===== src/rtl/apb_ucpd_pkg.sv =====
// rtl/apb_ucpd_pkg.sv - shared sizes and types for the UCPD receive byte buffer
package apb_ucpd_pkg;
  localparam int UCPD_RXBUF_DEPTH = 4;
  localparam int UCPD_RXBUF_AW    = 2;
  localparam int UCPD_PSZ_W       = 10;

  typedef logic [7:0] ucpd_byte_t;
endpackage


===== src/rtl/apb_ucpd_byte_fifo.sv =====
// rtl/apb_ucpd_byte_fifo.sv - byte FIFO with drop-on-full and same-cycle read/write handling
// Optional high-water output built only with UCPD_RXBUF_HWM_EN.
module apb_ucpd_byte_fifo
  import apb_ucpd_pkg::*;
#(
  parameter int DEPTH = UCPD_RXBUF_DEPTH,
  parameter int AW    = UCPD_RXBUF_AW
) (
  input  logic       clk,
  input  logic       rst_n,
  input  logic       flush,
  input  logic       wr,
  input  ucpd_byte_t wdata,
  input  logic       rd,
  output ucpd_byte_t rdata,
  output logic       empty,
  output logic       drop,
  output logic       hwm
);
  localparam logic [AW:0] FULL_CNT = (AW+1)'(DEPTH);

  ucpd_byte_t    mem [DEPTH];
  logic [AW-1:0] rd_ptr;
  logic [AW-1:0] wr_ptr;
  logic [AW:0]   count;
  logic          full;
  logic          rd_en;
  logic          wr_en;

  assign empty = (count == '0);
  assign full  = (count == FULL_CNT);
  // A read on a full FIFO frees the head slot, so the same-cycle write lands there.
  assign rd_en = rd & ~empty;
  assign wr_en = wr & (~full | rd_en);
  assign drop  = wr & ~wr_en;
  assign rdata = empty ? '0 : mem[rd_ptr];

`ifdef UCPD_RXBUF_HWM_EN
  assign hwm = (count >= (AW+1)'(DEPTH - 1));
`else
  assign hwm = 1'b0;
`endif

  always_ff @(posedge clk or negedge rst_n) begin
    if (!rst_n) begin
      rd_ptr <= '0;
      wr_ptr <= '0;
      count  <= '0;
    end else if (flush) begin
      rd_ptr <= '0;
      wr_ptr <= '0;
      count  <= '0;
    end else begin
      if (wr_en) wr_ptr <= wr_ptr + 1'b1;
      if (rd_en) rd_ptr <= rd_ptr + 1'b1;
      count <= count + (AW+1)'(wr_en) - (AW+1)'(rd_en);
    end
  end

  always_ff @(posedge clk) begin
    if (wr_en && !flush) mem[wr_ptr] <= wdata;
  end
endmodule


===== src/rtl/apb_ucpd_rx_buf.sv =====
// rtl/apb_ucpd_rx_buf.sv - UCPD RX byte buffer: RXDR/RXNE, sticky flags, payload size, DMA request
// rx_hwm is live only when UCPD_RXBUF_HWM_EN is defined.
module apb_ucpd_rx_buf
  import apb_ucpd_pkg::*;
#(
  parameter int DEPTH = UCPD_RXBUF_DEPTH,
  parameter int AW    = UCPD_RXBUF_AW,
  parameter int PSZ_W = UCPD_PSZ_W
) (
  input  logic             ic_clk,
  input  logic             ic_rst_n,
  input  logic             ucpden,
  input  logic             rx_byte_vld,
  input  logic [7:0]       rx_byte,
  input  logic             rx_msg_start,
  input  logic             rx_msg_end,
  input  logic             rx_msg_crcok,
  input  logic             rxdr_rd,
  input  logic             rxdmaen,
  input  logic             rxovr_clr,
  input  logic             msgend_clr,
  output logic [7:0]       rxdr,
  output logic             rxne,
  output logic             rxovr,
  output logic             rxmsgend,
  output logic             rxerr,
  output logic [PSZ_W-1:0] rx_paysize,
  output logic             rx_dma_req,
  output logic             rx_hwm
);
  localparam logic [PSZ_W-1:0] PSZ_MAX = '1;

  logic             wr;
  logic             rd;
  logic             empty;
  logic             drop;
  logic             dma_wait;
  logic [PSZ_W-1:0] byte_cnt;
  logic [PSZ_W-1:0] cnt_base;
  logic [PSZ_W-1:0] cnt_next;

  assign wr = ucpden & rx_byte_vld;
  assign rd = ucpden & rxdr_rd;

  apb_ucpd_byte_fifo #(
    .DEPTH (DEPTH),
    .AW    (AW)
  ) u_fifo (
    .clk   (ic_clk),
    .rst_n (ic_rst_n),
    .flush (~ucpden),
    .wr    (wr),
    .wdata (rx_byte),
    .rd    (rd),
    .rdata (rxdr),
    .empty (empty),
    .drop  (drop),
    .hwm   (rx_hwm)
  );

  assign rxne       = ~empty;
  assign rx_dma_req = rxdmaen & rxne & ~dma_wait;

  // Dropped bytes still count toward the payload size.
  always_comb begin
    cnt_base = rx_msg_start ? '0 : byte_cnt;
    cnt_next = cnt_base;
    if (rx_byte_vld && cnt_base != PSZ_MAX) cnt_next = cnt_base + 1'b1;
  end

  always_ff @(posedge ic_clk or negedge ic_rst_n) begin
    if (!ic_rst_n) begin
      byte_cnt   <= '0;
      rx_paysize <= '0;
      rxovr      <= 1'b0;
      rxmsgend   <= 1'b0;
      rxerr      <= 1'b0;
      dma_wait   <= 1'b0;
    end else if (!ucpden) begin
      byte_cnt <= '0;
      rxovr    <= 1'b0;
      rxmsgend <= 1'b0;
      rxerr    <= 1'b0;
      dma_wait <= 1'b0;
    end else begin
      byte_cnt <= cnt_next;
      dma_wait <= rd;
      if (drop)           rxovr <= 1'b1;
      else if (rxovr_clr) rxovr <= 1'b0;
      if (rx_msg_end) begin
        rx_paysize <= cnt_next;
        rxmsgend   <= 1'b1;
        rxerr      <= ~rx_msg_crcok;
      end else if (msgend_clr) begin
        rxmsgend <= 1'b0;
        rxerr    <= 1'b0;
      end
    end
  end
endmodule


===== config.mk =====
export PLATFORM = sky130hd
export DESIGN_NAME = apb_ucpd_rx_buf
export DESIGN_NICKNAME = d
export VERILOG_FILES = /design/src/rtl/apb_ucpd_pkg.sv /design/src/rtl/apb_ucpd_byte_fifo.sv /design/src/rtl/apb_ucpd_rx_buf.sv
export SDC_FILE = /design/constraint.sdc
export NUM_CORES = 1
export LEC_CHECK = 0
export CELL_PAD_IN_SITES_DETAIL_PLACEMENT = 0
export CELL_PAD_IN_SITES_GLOBAL_PLACEMENT = 1
export CORE_ASPECT_RATIO = 1.5
export CORE_MARGIN = 5
export CORE_UTILIZATION = 43
export CTS_CLUSTER_SIZE = 14
export DETAILED_ROUTE_END_ITERATION = 10
export GPL_ROUTABILITY_DRIVEN = 0
export PLACE_DENSITY = 0.76
export SLEW_MARGIN = 20
export SYNTH_ARGS = -nofsm -noshare
export SYNTH_HDL_FRONTEND = slang
export SYNTH_SLANG_ARGS = --single-unit

===== constraint.sdc =====
create_clock -name ic_clk -period 3.15 [get_ports ic_clk]
set_clock_uncertainty 0.1 [all_clocks]
set_input_delay 0.63 -clock ic_clk [delete_from_list [all_inputs] [get_ports ic_clk]]
set_output_delay 0.63 -clock ic_clk [all_outputs]
set_load 0.01 [all_outputs]

==> out/metrics.cfg, run 1 <==
[global_route]
met2_usage_pct=26.9
grtUsageTotal_pct=14.9
grt_use_met3_pct=4.51
grt_overflow=0
grtUsageMet1_pct=15.6
grt_max_degree=32
grt_busiest_layer=met2
grt_pass1_wl_um=9600
first_global_vias=2050
antenna_found_initial=0

[routing]
drt_wl_total_um=5600
antenna_left=0
vias_per_cell=5.39
drt_iter0_markers=66
route.detailed.drc=0
wl_per_cell_um=16.1
drt-pass1-iter-count=5
vias=1876

[worst_setup_path]
cp_num_cells=3
crit_buf_inv=1
reg2reg_depth=11
worstPathRequired_ps=2420
timing.rr.start=u_fifo.count[1]$_DFF_PN0_
critPathKind=reg2out
arrival_ps=2230
crit_family=flip-flops
critPathSlowestCell=dfrtp_1
slowest_delay_ps=700
crit_fanout=9
cp-startpoint=u_fifo.rd_ptr[0]$_DFFE_PN0P_
cp-end-kind=primary output
cp-start-kind=flop
path_cells=mux4_2 -> and2_1 -> clkdlybuf4s50_1

[sta]
setup_viol=0
period_minus_slack_ps=2960
period_share_pct=94.1
slew_violations=0
clock.fmax_mhz=337
hold_violations=0
finalSetupTns_ps=0
worstMarginPinSlew_ps=559
rsz0062_at_grt=no
relSlewSlack_pct=62.7

[job]
max_cap_viol_count=0

[synthesis]
synth_area_um2=2850
syn_nets=244
yosysWarnings=0
avgSynthCellArea_um2=13.2
ys_ff_latch=63
synth.area.top_cells=edfxtp_1, dfrtp_1, mux4_2
yosysTopAreaCell=edfxtp_1
synth_top_area_share_pct=33.7
synth_cell_types=44
synth_edf_count=32
postSynthCellCount=217
yosys_most_used_dff=edfxtp_1
synth_commonest_cells=edfxtp_1, dfrtp_1, nor2_1
ys_seq_area_share_pct=60.9
yosys.cell_count.top_type=edfxtp_1
async_flop_share_pct=49.2

[placed_design]
dp.cells=332
hpwlAfterDp_um=4170
io_buffers=41

[floorplanning]
fp.dieH_um=110
die_w_um=76.5
rows=36
dieArea_um2=8400
io_pins=43
fp.coreArea_um2=6490
floorplan.initialDensity_pct=44.0

[cts]
post_cts_buffers=0
cts_resized=0
clkSlewWorstSetupHoldPaths_ps=70
clock-sinks=63
cts_root_buf=clkbuf_8
worstSkewPairLatency_ps=340
clockBufferDepth=2
cts_tree=yes
hold_buffers=0
htree_levels=3
cts_buffers=9

[final_layout]
fin_cells=348
final_nets=294
drive_gt1_share_pct=13.6
syn2layout_area_growth_pct=24.0
diodes=0
final_core_util_pct=54.6

[worst_hold_path]
hp-class=reg2reg
min-delay-start=rx_paysize[2]$_DFFE_PN0P_
min_path_cells=2

[power_and_ir_drop]
power.density_nw_per_um2=587
ir_drop_v=0.000240
p_leak_nw=1.38

[status]
status=completed

## cell families (layout without fill, tap and decap cells)
group / count (synthesis) / in the layout / synth area share (%)
flip-flops: 63 / 63 / 60.9
other: 1 / 1 / 0.131
adder cells (fa/ha/maj): 8 / 8 / 3.77
XOR/XNOR: 7 / 7 / 2.15
buffers and inverters: 19 / 74 / 2.89
AO/OA/AOI/OAI: 24 / 24 / 5.22
AND/OR/NAND/NOR: 80 / 80 / 16.1
multiplexers: 15 / 15 / 8.90
## state kept, by name, summed over array words and instances, names as in the netlist
name,cells
u_fifo.mem,32
dma_wait,1
u_fifo.count,3
rxerr,1
u_fifo.rd_ptr,2
rxmsgend,1
byte_cnt,10
rx_paysize,10
rxovr,1
u_fifo.wr_ptr,2
## worst min-delay path: stages, from the launching register on
cell,delay (ps)
dfrtp_1,350
nand2_1,50
o21ai_0,70
## worst paths after layout
kind	to	slack, ps
max in group asynchronous	byte_cnt[9]$_DFF_PN0_	2070
min	rx_paysize[2]$_DFFE_PN0P_	400
max	rxdr[2]	190
max reg2reg	u_fifo.count[2]$_DFF_PN0_	540
min reg2reg	rx_paysize[2]$_DFFE_PN0P_	400
min in group asynchronous	rx_paysize[1]$_DFFE_PN0P_	580
## through the flow
stage / power [mW] / area [um2] / hold slack [ps] / setup WS [ps]
after CTS: 2.12 / 3540 / 403 / 108
after floorplan: 1.27 / 2850 / 234 / 653
after detailed placement: 1.51 / 3370 / 383 / 248
after global placement: 1.50 / 3370 / 372 / 274
final: 2.08 / 3540 / 403 / 185
after global routing: 2.20 / 3540 / 458 / 19.6
## power breakdown
| group | switching, mW | internal, mW | total [mW] |
|---|---|---|---|
| Clock | 0.321 | 0.284 | 0.605 |
| Sequential | 0.0590 | 0.924 | 0.983 |
| Combinational | 0.200 | 0.291 | 0.491 |
| Total | 0.580 | 1.50 | 2.08 |
## placed cells by master, fill, tap and decap left out, types with 2 or more instances in the layout
cell / netlist / final
clkbuf_8: 0 / 9
clkdlybuf4s50_1: 0 / 41
and4b_1: 2 / 2
mux2_2: 3 / 3
xor2_1: 3 / 3
or3_1: 5 / 5
nand4b_1: 2 / 2
and3_1: 4 / 4
buf_4: 1 / 7
nand4_1: 2 / 2
xnor2_1: 4 / 4
nand3_1: 3 / 3
a31oi_1: 5 / 5
and2_1: 14 / 14
clkinvlp_4: 0 / 4
o21ai_0: 5 / 5
nor2_1: 23 / 23
edfxtp_1: 32 / 32
ha_1: 7 / 7
nand2_1: 5 / 5
inv_1: 9 / 9
nor2b_1: 9 / 9
nand2b_1: 2 / 2
mux4_2: 8 / 8
mux2i_1: 4 / 4
a21oi_1: 9 / 9
clkinv_2: 0 / 2
dfrtp_1: 31 / 31
a41oi_1: 2 / 2
## area by class of cell
cell class,count,area [um2]
Fill cell,595,2950
Sequential cell,63,1740
Multi-Input combinational cell,135,1030
Timing Repair Buffer,48,463
Clock buffer,9,124
Tap cell,76,95.1
Clock inverter,7,48.8
Inverter,10,37.5
## per-layer routing
layer	wire length, um	share of wire [%]	vias up
met5	0	0	-
met2	2910	52	65
met1	2170	39	912
met4	167	3.0	0
li1	-	-	881
met3	340	6.1	18
No activity file was read; power rests on OpenSTA's default activity.
==> run 2, diff against run 1 <==
--- a/config.mk
+++ b/config.mk
@@ -9,12 +9,14 @@
 export CELL_PAD_IN_SITES_GLOBAL_PLACEMENT = 1
 export CORE_ASPECT_RATIO = 1.5
 export CORE_MARGIN = 5
-export CORE_UTILIZATION = 43
+export CORE_UTILIZATION = 44
+export CTS_CLUSTER_DIAMETER = 30
 export CTS_CLUSTER_SIZE = 14
 export DETAILED_ROUTE_END_ITERATION = 10
 export GPL_ROUTABILITY_DRIVEN = 0
-export PLACE_DENSITY = 0.76
+export PLACE_DENSITY = 0.77
 export SLEW_MARGIN = 20
 export SYNTH_ARGS = -nofsm -noshare
 export SYNTH_HDL_FRONTEND = slang
+export SYNTH_HIERARCHICAL = 1
 export SYNTH_SLANG_ARGS = --single-unit
==> out/metrics.cfg, run 2 <==
[status]
status=completed  ; unchanged

[synthesis]
synthMuxAreaShare_pct=9.23  ; was 8.90%
yosys_most_used_dff=edfxtp_1  ; unchanged
yosysWarnings=6  ; was 0
yosys.area_share.simple_pct=17.3  ; was 16.1%
synth_area_um2=2930  ; was 2850 um2
yosys.cell_count.top_type=edfxtp_1  ; unchanged
syn_nets=242  ; was 244
yosysTopAreaCell=edfxtp_1  ; unchanged
async_flop_share_pct=49.2  ; unchanged
synth_edf_count=32  ; unchanged
synth_top_area_share_pct=32.8  ; was 33.7%
synth.area.top_cells=edfxtp_1, dfrtp_1, mux4_2  ; unchanged
synth_xor_area_share_pct=2.09  ; was 2.15%
ys_seq_area_share_pct=59.3  ; was 60.9%
synth_cell_types=46  ; was 44
avgSynthCellArea_um2=13.6  ; was 13.2 um2
synth_compound_area_share_pct=6.28  ; was 5.22%
synth_adder_area_share_pct=3.25  ; was 3.77%
postSynthCellCount=216  ; was 217
synth_commonest_cells=edfxtp_1, dfrtp_1, nor2_1, nor2b_1, and2_1  ; was edfxtp_1, dfrtp_1, nor2_1
ys_ff_latch=63  ; unchanged
synth_top_family_by_area=simple AND/OR/NAND/NOR gates  ; unchanged

[sta]
worstMarginPinSlew_ps=539  ; was 559 ps
period_minus_slack_ps=2920  ; was 2960 ps
setup_viol=0  ; unchanged
rsz0062_at_grt=no  ; unchanged
clock.fmax_mhz=342  ; was 337 MHz
period_share_pct=92.8  ; was 94.1%
relSlewSlack_pct=64.1  ; was 62.7%
hold_violations=0  ; unchanged
slew_violations=0  ; unchanged
finalSetupTns_ps=0  ; unchanged

[final_layout]
final_common_cell=clkdlybuf4s50_1  ; unchanged
syn2layout_area_growth_pct=24.3  ; was 24.0%
layout_common_cells=clkdlybuf4s50_1, edfxtp_1, dfrtp_1  ; unchanged
final_core_util_pct=56.1  ; was 54.6%
fill_cells=569  ; was 595
diodes=0  ; unchanged
drive_gt1_share_pct=16.2  ; was 13.6%
fin_cells=347  ; was 348
final_nets=292  ; was 294
max_flop_register=u_fifo/mem  ; was u_fifo.mem
largest_reg_flops=32  ; unchanged
top_regs=u_fifo/mem (32), byte_cnt (10), rx_paysize (10)  ; was u_fifo.mem (32), byte_cnt (10), rx_paysize (10)

[cts]
clkSlewWorstSetupHoldPaths_ps=70  ; about the same
cts_resized=0  ; unchanged
clockBufferDepth=2  ; unchanged
hold_buffers=0  ; unchanged
worstSkewPairLatency_ps=340  ; about the same
htree_levels=3  ; unchanged
cts_root_buf=clkbuf_8  ; unchanged
clock-sinks=63  ; unchanged
post_cts_buffers=0  ; unchanged
cts_tree=yes  ; unchanged
cts_buffers=9  ; unchanged

[floorplanning]
dieArea_um2=8420  ; was 8400 um2
die_w_um=76.6  ; was 76.5 um
io_pins=43  ; unchanged
fp.coreArea_um2=6490  ; unchanged
rows=36  ; unchanged
fp.dieH_um=110  ; about the same
floorplan.initialDensity_pct=45.1  ; was 44.0%

[worst_setup_path]
worstPathRequired_ps=2420  ; about the same
r2r_setup_slack_ps=980  ; was 540 ps
cp-end-kind=primary output  ; unchanged
arrival_ps=2190  ; was 2230 ps
regToRegEndpoint=u_fifo/count[2]$_DFF_PN0_  ; was u_fifo.count[2]$_DFF_PN0_
reg2reg_depth=7  ; was 11
crit_fanout=9  ; unchanged
cp-start-kind=flop  ; unchanged
critPathKind=reg2out  ; unchanged
timing.rr.start=u_fifo/count[1]$_DFF_PN0_  ; was u_fifo.count[1]$_DFF_PN0_

[routing]
vias_per_cell=5.10  ; was 5.39
drt_wl_total_um=5040  ; was 5600 um
met2WireLength_um=2650  ; was 2910 um
antenna_left=0  ; unchanged
drt-pass1-iter-count=4  ; was 5
wl_met1_um=2100  ; was 2170 um
drt_iter0_markers=109  ; was 66
routed.top_layer=met4  ; unchanged
wl_per_cell_um=14.5  ; was 16.1 um
route.detailed.drc=0  ; unchanged
wl_met3_um=223  ; was 340 um
vias=1770  ; was 1876

[global_route]
antenna_found_initial=0  ; unchanged
grt_overflow=0  ; unchanged
grt_max_degree=32  ; unchanged
grtUsageTotal_pct=13.1  ; was 14.9%
grt_pass1_wl_um=8540  ; was 9600 um
first_global_vias=1867  ; was 2050

[placed_design]
io_buffers=41  ; unchanged
dp.cells=331  ; was 332
hpwlAfterDp_um=3750  ; was 4170 um

[worst_hold_path]
min_to=rx_paysize[6]$_DFFE_PN0P_  ; was rx_paysize[2]$_DFFE_PN0P_
min_path_cells=2  ; unchanged
hp-class=reg2reg  ; unchanged
min-delay-start=rx_paysize[6]$_DFFE_PN0P_  ; was rx_paysize[2]$_DFFE_PN0P_

[job]
max_cap_viol_count=0  ; unchanged

[power_and_ir_drop]
total_power_mw=2.05  ; was 2.08 mW
p_leak_nw=1.47  ; was 1.38 nW
power.density_nw_per_um2=564  ; was 587 nW/um2
ir_drop_v=0.000296  ; was 0.000240 V

==> run 2: logic make-up after synthesis <==
logic type                 after synthesis
AOI/OAI and AO/OA                       24
xor gates and xnor gates                 7
adders and majority gates                7
buffers and inverters                   16
DFF                                     63
muxes                                   16
other                                    1
and+or+nand+nor                         82
==> run 2: per-stage QoR <==
stage | hold slack, ps | cell area (um2) | setup WS, ps
after floorplan | 234 | 2930 | 675
after global placement | 387 | 3440 | 284
after detailed placement | 394 | 3440 | 230
after CTS | 411 | 3640 | 148
after global routing | 432 | 3640 | 95.7
final | 400 | 3640 | 226
==> run 2: cell type report <==
type | count | area [um2] | area share [%]
Clock inverter | 7 | 73.8 | 2.03
Multi-Input combinational cell | 137 | 1120 | 30.8
Clock buffer | 9 | 124 | 3.40
Inverter | 7 | 26.3 | 0.722
Timing Repair Buffer | 48 | 463 | 12.7
Sequential cell | 63 | 1740 | 47.7
Tap cell | 76 | 95.1 | 2.61
==> run 2: critical path: stages, from the launching register on <==
cell and delay, ps:
dfrtp_1 680, mux4_2 570, nor2b_1 140, clkdlybuf4s50_1 470
==> run 2: worst max path at each step <==
| stage | from | end | slack, ps | depth (start not counted) |
|---|---|---|---|---|
| 2_1_floorplan | ucpden | u_fifo/count[2]$_DFF_PN0_ | 670 | 10 |
| 3_3_place_gp | ucpden | u_fifo/count[2]$_DFF_PN0_ | 280 | 10 |
| 3_5_place_dp | ucpden | u_fifo/count[2]$_DFF_PN0_ | 230 | 10 |
| 4_1_cts | u_fifo/rd_ptr[0]$_DFFE_PN0P_ | rxdr[7] | 150 | 3 |
| 5_1_grt | u_fifo/rd_ptr[0]$_DFFE_PN0P_ | rxdr[6] | 100 | 3 |
| 6_report | u_fifo/rd_ptr[0]$_DFFE_PN0P_ | rxdr[7] | 230 | 3 |
==> run 2: routing by layer <==
layer | vias up | global-route usage (%)
li1 | 872 | -
met1 | 854 | 14.4
met2 | 39 | 23.3
met3 | 5 | 2.38
met4 | 0 | 8.25
met5 | - | 0
==> run 2: power breakdown <==
part / internal [mW] / total, mW / switching (mW)
Sequential: 0.903 / 0.949 / 0.0460
Clock: 0.366 / 0.676 / 0.311
Combinational: 0.249 / 0.428 / 0.179
